<file path="src/rtl/mem_port_arbiter.sv">
// mem_port_arbiter
// Arbitrates an instruction-fetch port and a data port onto one single-ported
// memory. Each request is translated from a byte address to a word index
// relative to its port's base address, checked for range/alignment/select
// faults, issued to memory for one ACCESS cycle, then waits MEM_LAT cycles
// for read data before pulsing the granted port's ready.
//
// Ports:
//   clk_in, reset            clock, asynchronous active-low reset
//   i_req/i_addr             fetch request and byte address
//   i_rdata/i_ready          fetched word (held) and completion pulse
//   d_req/d_we/d_sel/d_addr  data request, store flag, size select, address
//   d_wdata                  store data
//   d_rdata/d_ready          load data (held) and completion pulse
//   err                      fault flag, valid alongside either ready
//   busy                     FSM not idle
//   mem_*                    memory strobe, write enable, select, word index,
//                            write data and read data
module mem_port_arbiter #(
    parameter int unsigned DATA_W  = 32,
    parameter int unsigned MEM_AW  = 11,
    parameter logic [31:0] IBASE   = 32'h0040_0000,
    parameter logic [31:0] DBASE   = 32'h1001_0000,
    parameter int unsigned MEM_LAT = 2
) (
    input  logic              clk_in,
    input  logic              reset,
    input  logic              i_req,
    input  logic [31:0]       i_addr,
    output logic [DATA_W-1:0] i_rdata,
    output logic              i_ready,
    input  logic              d_req,
    input  logic              d_we,
    input  logic [2:0]        d_sel,
    input  logic [31:0]       d_addr,
    input  logic [DATA_W-1:0] d_wdata,
    output logic [DATA_W-1:0] d_rdata,
    output logic              d_ready,
    output logic              err,
    output logic              busy,
    output logic              mem_cs,
    output logic              mem_we,
    output logic [2:0]        mem_sel,
    output logic [MEM_AW-1:0] mem_addr,
    output logic [DATA_W-1:0] mem_wdata,
    input  logic [DATA_W-1:0] mem_rdata
);

    typedef enum logic [1:0] {StIdle, StAccess, StWait, StResp} state_e;

    state_e            state_q, state_d;
    logic [3:0]        cnt_q, cnt_d;
    logic              last_data_q, last_data_d;  // 1 = data port won last grant
    logic              gnt_data_q, gnt_data_d;
    logic              we_q, we_d;
    logic [2:0]        sel_q, sel_d;
    logic [MEM_AW-1:0] addr_q, addr_d;
    logic [DATA_W-1:0] wdata_q, wdata_d;
    logic              fault_q, fault_d;
    logic [DATA_W-1:0] i_rdata_q, i_rdata_d;
    logic [DATA_W-1:0] d_rdata_q, d_rdata_d;

    logic        any_req, pick_data, sel_bad, align_bad, req_fault;
    logic [31:0] req_addr, req_base, req_off;
    logic [2:0]  req_sel;

    // Grant selection and fault decode for the request that would win now.
    always_comb begin
        any_req   = i_req | d_req;
        // On a tie the port that did not win last time goes next.
        pick_data = d_req & (~i_req | ~last_data_q);
        req_addr  = pick_data ? d_addr : i_addr;
        req_base  = pick_data ? DBASE : IBASE;
        req_sel   = pick_data ? d_sel : 3'b000;
        req_off   = req_addr - req_base;
        sel_bad   = req_sel > 3'b010;
        align_bad = ((req_sel == 3'b000) && (req_addr[1:0] != 2'b00)) ||
                    ((req_sel == 3'b001) && req_addr[0]);
        // Word index beyond DEPTH shows up as any set bit above the index field.
        req_fault = (req_addr < req_base) || ((req_off >> (MEM_AW + 2)) != 32'd0) ||
                    align_bad || sel_bad;
    end

    always_comb begin
        state_d     = state_q;
        cnt_d       = cnt_q;
        last_data_d = last_data_q;
        gnt_data_d  = gnt_data_q;
        we_d        = we_q;
        sel_d       = sel_q;
        addr_d      = addr_q;
        wdata_d     = wdata_q;
        fault_d     = fault_q;
        i_rdata_d   = i_rdata_q;
        d_rdata_d   = d_rdata_q;
        unique case (state_q)
            StIdle: begin
                if (any_req) begin
                    state_d     = req_fault ? StResp : StAccess;
                    last_data_d = pick_data;
                    gnt_data_d  = pick_data;
                    we_d        = pick_data & d_we;
                    sel_d       = req_sel;
                    addr_d      = req_off[MEM_AW+1:2];
                    wdata_d     = pick_data ? d_wdata : '0;
                    fault_d     = req_fault;
                    // A faulting response returns zero on the granted port.
                    if (req_fault) begin
                        if (pick_data) d_rdata_d = '0;
                        else           i_rdata_d = '0;
                    end
                end
            end
            StAccess: begin
                state_d = StWait;
                cnt_d   = 4'(MEM_LAT - 1);
            end
            StWait: begin
                if (cnt_q == 4'd0) begin
                    state_d = StResp;
                    if (gnt_data_q) d_rdata_d = we_q ? '0 : mem_rdata;
                    else            i_rdata_d = mem_rdata;
                end else begin
                    cnt_d = cnt_q - 4'd1;
                end
            end
            StResp: state_d = StIdle;
            default: state_d = StIdle;
        endcase
    end

    always_ff @(posedge clk_in or negedge reset) begin
        if (!reset) begin
            state_q     <= StIdle;
            cnt_q       <= 4'd0;
            last_data_q <= 1'b1;
            gnt_data_q  <= 1'b0;
            we_q        <= 1'b0;
            sel_q       <= 3'b000;
            addr_q      <= '0;
            wdata_q     <= '0;
            fault_q     <= 1'b0;
            i_rdata_q   <= '0;
            d_rdata_q   <= '0;
        end else begin
            state_q     <= state_d;
            cnt_q       <= cnt_d;
            last_data_q <= last_data_d;
            gnt_data_q  <= gnt_data_d;
            we_q        <= we_d;
            sel_q       <= sel_d;
            addr_q      <= addr_d;
            wdata_q     <= wdata_d;
            fault_q     <= fault_d;
            i_rdata_q   <= i_rdata_d;
            d_rdata_q   <= d_rdata_d;
        end
    end

    // Outputs decode straight from state so reset clears them without a clock.
    always_comb begin
        busy      = state_q != StIdle;
        mem_cs    = state_q == StAccess;
        mem_we    = mem_cs & we_q;
        mem_sel   = mem_cs ? sel_q : 3'b000;
        mem_addr  = mem_cs ? addr_q : '0;
        mem_wdata = mem_cs ? wdata_q : '0;
        i_ready   = (state_q == StResp) & ~gnt_data_q;
        d_ready   = (state_q == StResp) & gnt_data_q;
        err       = (state_q == StResp) & fault_q;
        i_rdata   = i_rdata_q;
        d_rdata   = d_rdata_q;
    end

endmodule

</file>
<file path="config.mk">
export PLATFORM = sky130hd
export DESIGN_NAME = mem_port_arbiter
export DESIGN_NICKNAME = d
export VERILOG_FILES = /design/src/rtl/mem_port_arbiter.sv
export SDC_FILE = /design/constraint.sdc
export NUM_CORES = 1
export LEC_CHECK = 0
export BUFFER_PORTS_ARGS = -buffer_cell sky130_fd_sc_hd__clkbuf_2
export CAP_MARGIN = 25
export CORE_MARGIN = 5
export CORE_UTILIZATION = 47
export DETAILED_ROUTE_END_ITERATION = 6
export GPL_TIMING_DRIVEN = 0
export HOLD_SLACK_MARGIN = 0.03
export PLACE_DENSITY = 0.8
export SYNTH_ARGS = -nofsm -noshare
export SYNTH_HDL_FRONTEND = slang
export SYNTH_SLANG_ARGS = --single-unit
</file>
<file path="constraint.sdc">
create_clock -name clk_in -period 12.85 [get_ports clk_in]
set_input_delay 1.285 -clock clk_in [delete_from_list [all_inputs] [get_ports clk_in]]
set_output_delay 1.285 -clock clk_in [all_outputs]
set_load 0.01 [all_outputs]
</file>
# Word-level counts from Yosys, hierarchy flattened
# Index checks and enable logic that the tools add are counted.
[word_totals]
reg_bits = 120
input_bits = 136
output_inout_bits = 116
word_cells = 83
[classes]
n_addsub = 2
magnitude_cmp = 2
eq_ne = 12
muxes = 26
n_bitwise = 11
reduce_logical = 19
[ops]
columns = ["cell", "n"]
rows = [
  ["2-to-1 mux 32 bit", 14],
  ["one-hot mux 32 bit (2 select lines)", 2],
  ["< comparator 32 x 29 -> 1 bit", 1],
  ["nonzero test 32 bit", 1],
  ["subtractor 32 x 29 -> 32 bit", 1],
  ["2-to-1 mux 29 bit", 1],
  ["!= test 2 bit (second input constant)", 8],
  ["AND reduction 6 bit", 2],
  ["2-to-1 mux 11 bit", 1],
  ["one-hot mux 2 bit (4 select lines)", 1],
  ["one-hot mux 4 bit (2 select lines)", 1],
  ["nonzero test 2 bit", 4],
  ["bitwise AND 1 bit", 6],
  ["2-to-1 mux 2 bit", 3],
  ["2-to-1 mux 3 bit", 2],
  ["AND reduction 2 bit", 3],
  ["== test 2 bit (second input constant)", 2],
  ["zero test 4 bit", 1],
  ["logical OR 1 bit", 4],
  ["2-to-1 mux 4 bit", 1],
  ["subtractor 4 x 1 -> 4 bit (second input constant)", 1],
  ["== test 3 x 1 -> 1 bit (second input constant)", 1],
  ["greater-than comparator 3 x 2 -> 1 bit (second input constant)", 1],
  ["zero test 3 bit", 1],
  ["5 further kinds", 9],
]

# Depth between registers and ports, before layout
[depth]
word_depth = 12
ltp_mapped = 17
ltp_nobuf = 11

# Worst setup path before layout
# No wires, ideal clock.
[synth_path]
path_kind = "input -> register"
start = "input d_req"
end = "register d_rdata_q[0], in the netlist d_rdata[0]"
setup_ps = 122
arrival_time_ps = 5322
required_time_ps = 12728
slack_ps = 7406
cell_stages = 17
path_cell_list = "a21bo_1 buf_2 buf_1 clkbuf_1 buf_1 mux2i_1 ha_1 nor3b_1 a21oi_1 o32ai_1 a22oi_1 nor4_1 o2111ai_2 a31o_1 buf_6 buf_6 a32o_1"
[synth_between]
elab_chain_cells = 9
[synth_rtl]
columns = ["item", "line", "text"]
rows = [
  ["start: declaration", "32", "input logic d_req,"],
  ["bitwise AND 1 bit", "71", "pick_data = d_req & (~i_req | ~last_data_q);"],
  ["2-to-1 mux 32 bit, or another cell as far along", "72", "req_addr = pick_data ? d_addr : i_addr;"],
  ["subtractor 32 x 29 -> 32 bit, or another cell as far along", "75", "req_off = req_addr - req_base;"],
  ["nonzero test 32 bit, or another cell as far along", "80", "req_fault = (req_addr < req_base) || ((req_off >> (MEM_AW + 2)) != 32'd0) ||"],
  ["logical OR 1 bit, on equally long branches", "80, 77", ""],
  ["logical OR 1 bit", "80", ""],
  ["logical OR 1 bit", "81", "align_bad || sel_bad;"],
  ["!= test 2 bit (no line)", "n/a", ""],
  ["AND reduction 6 bit (no line) (*)", "n/a", ""],
  ["end signal: assignment", "156", "d_rdata_q <= d_rdata_d;"],
  ["end: declaration", "61", "logic [DATA_W-1:0] d_rdata_q, d_rdata_d;"],
]
# Every way passes the cells marked *; elsewhere a longest branch is shown, timed or not.
# A chain may end at the register's enable or synchronous reset.

# Worst setup path in the final report
[layout_path]
start = "input d_req"
end = "register i_rdata_q[13], in the netlist i_rdata[13]"
[layout_between]
elab_chain_cells = 9
[layout_rtl]
columns = ["item", "line", "text"]
rows = [
  ["bitwise AND 1 bit", "71", ""],
  ["2-to-1 mux 32 bit, or another cell as far along", "72", ""],
  ["subtractor 32 x 29 -> 32 bit, or another cell as far along", "75", ""],
  ["nonzero test 32 bit, or another cell as far along", "80", ""],
  ["logical OR 1 bit, on equally long branches", "80, 77", ""],
  ["logical OR 1 bit", "80", ""],
  ["logical OR 1 bit", "81", ""],
  ["!= test 2 bit (no line)", "n/a", ""],
  ["AND reduction 6 bit (no line) (*)", "n/a", ""],
  ["end signal: assignment", "155", "i_rdata_q <= i_rdata_d;"],
  ["end: declaration", "60", "logic [DATA_W-1:0] i_rdata_q, i_rdata_d;"],
]
# Marks and branches as above.

==> metrics.md <==
| Metric | Value |
|---|---|
| Most frequent cell after synthesis | `dfrtp_1` |
| Synth top area share | `49.35%` |
| Worst Tran Pin Value | `0.9182 ns` |
| WL final | `18,440 um` |
| Post-route non-filler standard cell count | `1,001` |
| Leak pwr | `4.145 nW` |
| Register area | `3004 sq um` |
| Seq/Total Area, Yosys | `49.78%` |
| Async SR Flop Fraction | `100.0%` |
| Num Clock Sinks | `120` |
| Slew Limit Fails | `0` |
| Kind of start point of the critical path | `primary input` |
| Synth cell count leaders | `119 x dfrtp_1, 77 x and2_1, 36 x a22o_1, 32 x a32o_1, 26 x mux2_2` |
| Fin. Hold Viols | `0` |
| Syn Std Cell Area | `6035 sq um` |
| Logic pwr share | `41.9%` |
| Post-Place Cells | `969` |
| Yosys reg bits | `120` |
| CTS Hold Buffers Added | `0` |
| CTS max path bufs | `2` |
| Setup TNS | `0 ns` |
| CP Buf/Inv Count | `6` |
| Share of cells above drive strength 1 | `40.05%` |
| Critical Path AT | `6.72 ns` |
| Rows | `41` |
| Multi-input gate area | `2828 sq um` |
| Cell Int Power | `1.174 mW` |
| Avg Inst Size Synth | `11.05 sq um` |
| Critical-path top delay cell | `buf_1` |
| Initial Utilization | `47.82%` |
| Slew HR | `38.79%` |
| Number of global-route vias before repair | `5,641` |
| Post-route ant nets | `0` |
| CTS root buffer | `clkbuf_16` |
| Top_reg_cell synth | `dfrtp_1` |
| Starting DRC count in detailed routing | `474` |
| Initial antenna violation count | `0` |
| DR DRC count | `0` |
| Worst hold path type | `flop to flop` |
| Post-DR wirelength/cell | `18.42 um` |
| CTS buffer count | `17` |
| Ant. Diodes | `0` |
| H-tree depth | `4` |
| CP Class | `primary input to flop` |
| Net switching power | `0.7312 mW` |
| Critical Path RT | `13.15 ns` |
| Clock power frac | `23.9%` |
| Global-route wire length before repair | `28,610 um` |
| Setup crit end kind | `flop` |
| Finish-stage setup viols | `0` |
| Cells after synthesis | `546` |
| Syn Nets | `689` |
| PwrDens | `235.7 nW/um^2` |
| Top post-synthesis cells by area | `dfrtp_1 49%, and2_1 8.0%, a32o_1 5.3%` |
| Die height | `123.3 um` |
| PortBufs | `251` |
| WHS | `0.4768 ns` |
| Clock Pin Slew Worst Setup and Hold Paths | `0.06 ns` |
| Worst-Skew Late Latency | `0.41 ns` |
| I/O pin total | `252` |
| # nets final | `959` |
| Register-to-register setup slack | `6.95 ns` |
| Die width | `123.3 um` |
| Pin count of the biggest net entering global routing | `121` |
| Max Freq | `155.7 MHz` |
| RSZ-0062 raised after global routing | `no` |
| Final worst path period share | `50.00%` |
| Clock Skew | `0.008430 ns` |
| Min Tclk post-route | `6.425 ns` |
| Switch share | `38.38%` |
| Final Wtd Congestion | `0.8639` |
| Sequential share of power | `34.2%` |
| EDFF count, synth | `0` |
| Dominant cell type by area after synthesis | `dfrtp_1` |
| Warnings, synthesis | `0` |
| Max Cap Viol | `0` |
| TritonRoute pass-1 iters | `5` |
| Peak supply drop | `0.1121 mV` |
| Outcome | `complete, no violations` |
| Die ar. | `15,210 sq um` |
| Cell family with most CP delay | `buffers and inverters` |
| Dpl hpwl | `14,090 um` |
| Max stage delay on crit path | `0.59 ns` |
| Crit-path cells | `clkbuf_2 -> a21bo_1 -> buf_2 -> buf_1 -> clkbuf_1 -> buf_1 -> mux2i_1 -> ha_1 -> nor3b_1 -> a21oi_1 -> o32ai_1 -> a22oi_1 -> nor4_1 -> nand3_1 -> o21ai_2 -> buf_2 -> mux2_2` |
| Core area | `12,620 sq um` |
| Yosys cell types | `61` |
| Gr ovfl total | `0` |
| Layout area overhead | `33.92%` |
| Gr usage total | `24.19%` |
| Filler instances | `1,023` |
| Avg Vias per Cell | `5.569` |
| Postcts setup bufs | `0` |
| Via Count | `5,575` |
| CTS tree | `done` |
| Post-cts resize count | `0` |
| Crit path max fanout | `10` |
-- metrics by stage --
| stage | power (mW) | util, % | worst slack [ns] | area, sq um |
|---|---|---|---|---|
| final | 1.905 | 64.04 | 6.425 | 8082 |
| after CTS | 1.918 | 64.04 | 6.532 | 8082 |
| after floorplan | 1.139 | - | 7.406 | 6035 |
| after detailed placement | 1.452 | 59.55 | 6.130 | 7515 |
| after global placement | 1.410 | 59.48 | 6.155 | 7506 |
| after global routing | 2.023 | 64.04 | 6.047 | 8082 |
-- cells by family (layout without fill, tap and decap cells) --
kind of cell | count (synthesis) | after routing | synth area share [%]
AOI/OAI and AO/OA | 135 | 135 | 18.23
xor gates and xnor gates | 6 | 6 | 0.8708
adders and majority gates | 7 | 7 | 1.451
buffers and inverters | 45 | 328 | 3.359
DFF | 120 | 120 | 49.78
muxes | 45 | 45 | 8.086
and+or+nand+nor | 188 | 188 | 18.23
-- state kept, by name, indices dropped and copies added, names as in the netlist --
| name | cells |
|---|---|
| sel_q | 3 |
| wdata_q | 32 |
| last_data_q | 1 |
| state_q | 2 |
| gnt_data_q | 1 |
| d_rdata | 32 |
| i_rdata | 32 |
| fault_q | 1 |
| addr_q | 11 |
| we_q | 1 |
| cnt_q | 4 |
-- final timing paths --
check | start | to | cells past startpoint
worst min-delay path | fault_q$_DFFE_PN0P_ | fault_q$_DFFE_PN0P_ | 2
worst max-delay path | d_req | i_rdata[13]$_DFFE_PN0P_ | 17
worst min register to register | fault_q$_DFFE_PN0P_ | fault_q$_DFFE_PN0P_ | 2
worst max register to register | last_data_q$_DFFE_PN1P_ | i_rdata[13]$_DFFE_PN0P_ | 16
max in group asynchronous | reset | state_q[1]$_DFFE_PN0P_ | 1
min in group asynchronous | reset | i_rdata[10]$_DFFE_PN0P_ | 1
-- layout by cell type (no fill, tap or decap), types with 17 or more instances in the layout --
cell | Yosys | routed
nand2_1 | 24 | 24
dfrtp_1 | 119 | 119
nor2_1 | 18 | 18
o21ai_0 | 17 | 17
clkbuf_2 | 0 | 250
clkbuf_1 | 23 | 23
a22o_1 | 36 | 36
and2_1 | 77 | 77
clkbuf_16 | 0 | 17
a32o_1 | 32 | 32
mux2_2 | 26 | 26
-- final cells by class --
type | count | share of cell area (%)
plain buffers | 37 | 2.137
multi-input cells | 381 | 34.99
repair buffers | 251 | 15.65
clock buffers | 17 | 5.264
inverters | 8 | 0.3716
flip-flops and latches | 120 | 37.17
clock inverters | 15 | 1.750
well taps | 172 | 2.663
-- worst min-delay path, stage by stage, from the launching register on --
cell,delay [ns]
dfrtp_1,0.34
nand2_1,0.04
o21ai_0,0.06
-- power groups by stage --
stage	sequential (mW)	clock (mW)	combinational (mW)
floorplan	0.659	0	0.480
global placement	0.638	0	0.772
detailed placement	0.649	0	0.803
CTS	0.647	0.465	0.806
global route	0.666	0.482	0.876
finish	0.651	0.456	0.798
-- layer usage --
metal  track usage (%)  wire [um]  vias to the layer above
met2             40.03       8904                      282
li1                  -          -                     2585
met4             8.927        371                        0
met5                 0          0                        -
met1             30.13       7496                     2677
met3             6.999       1666                       31
(Power assumes the default switching activity.)
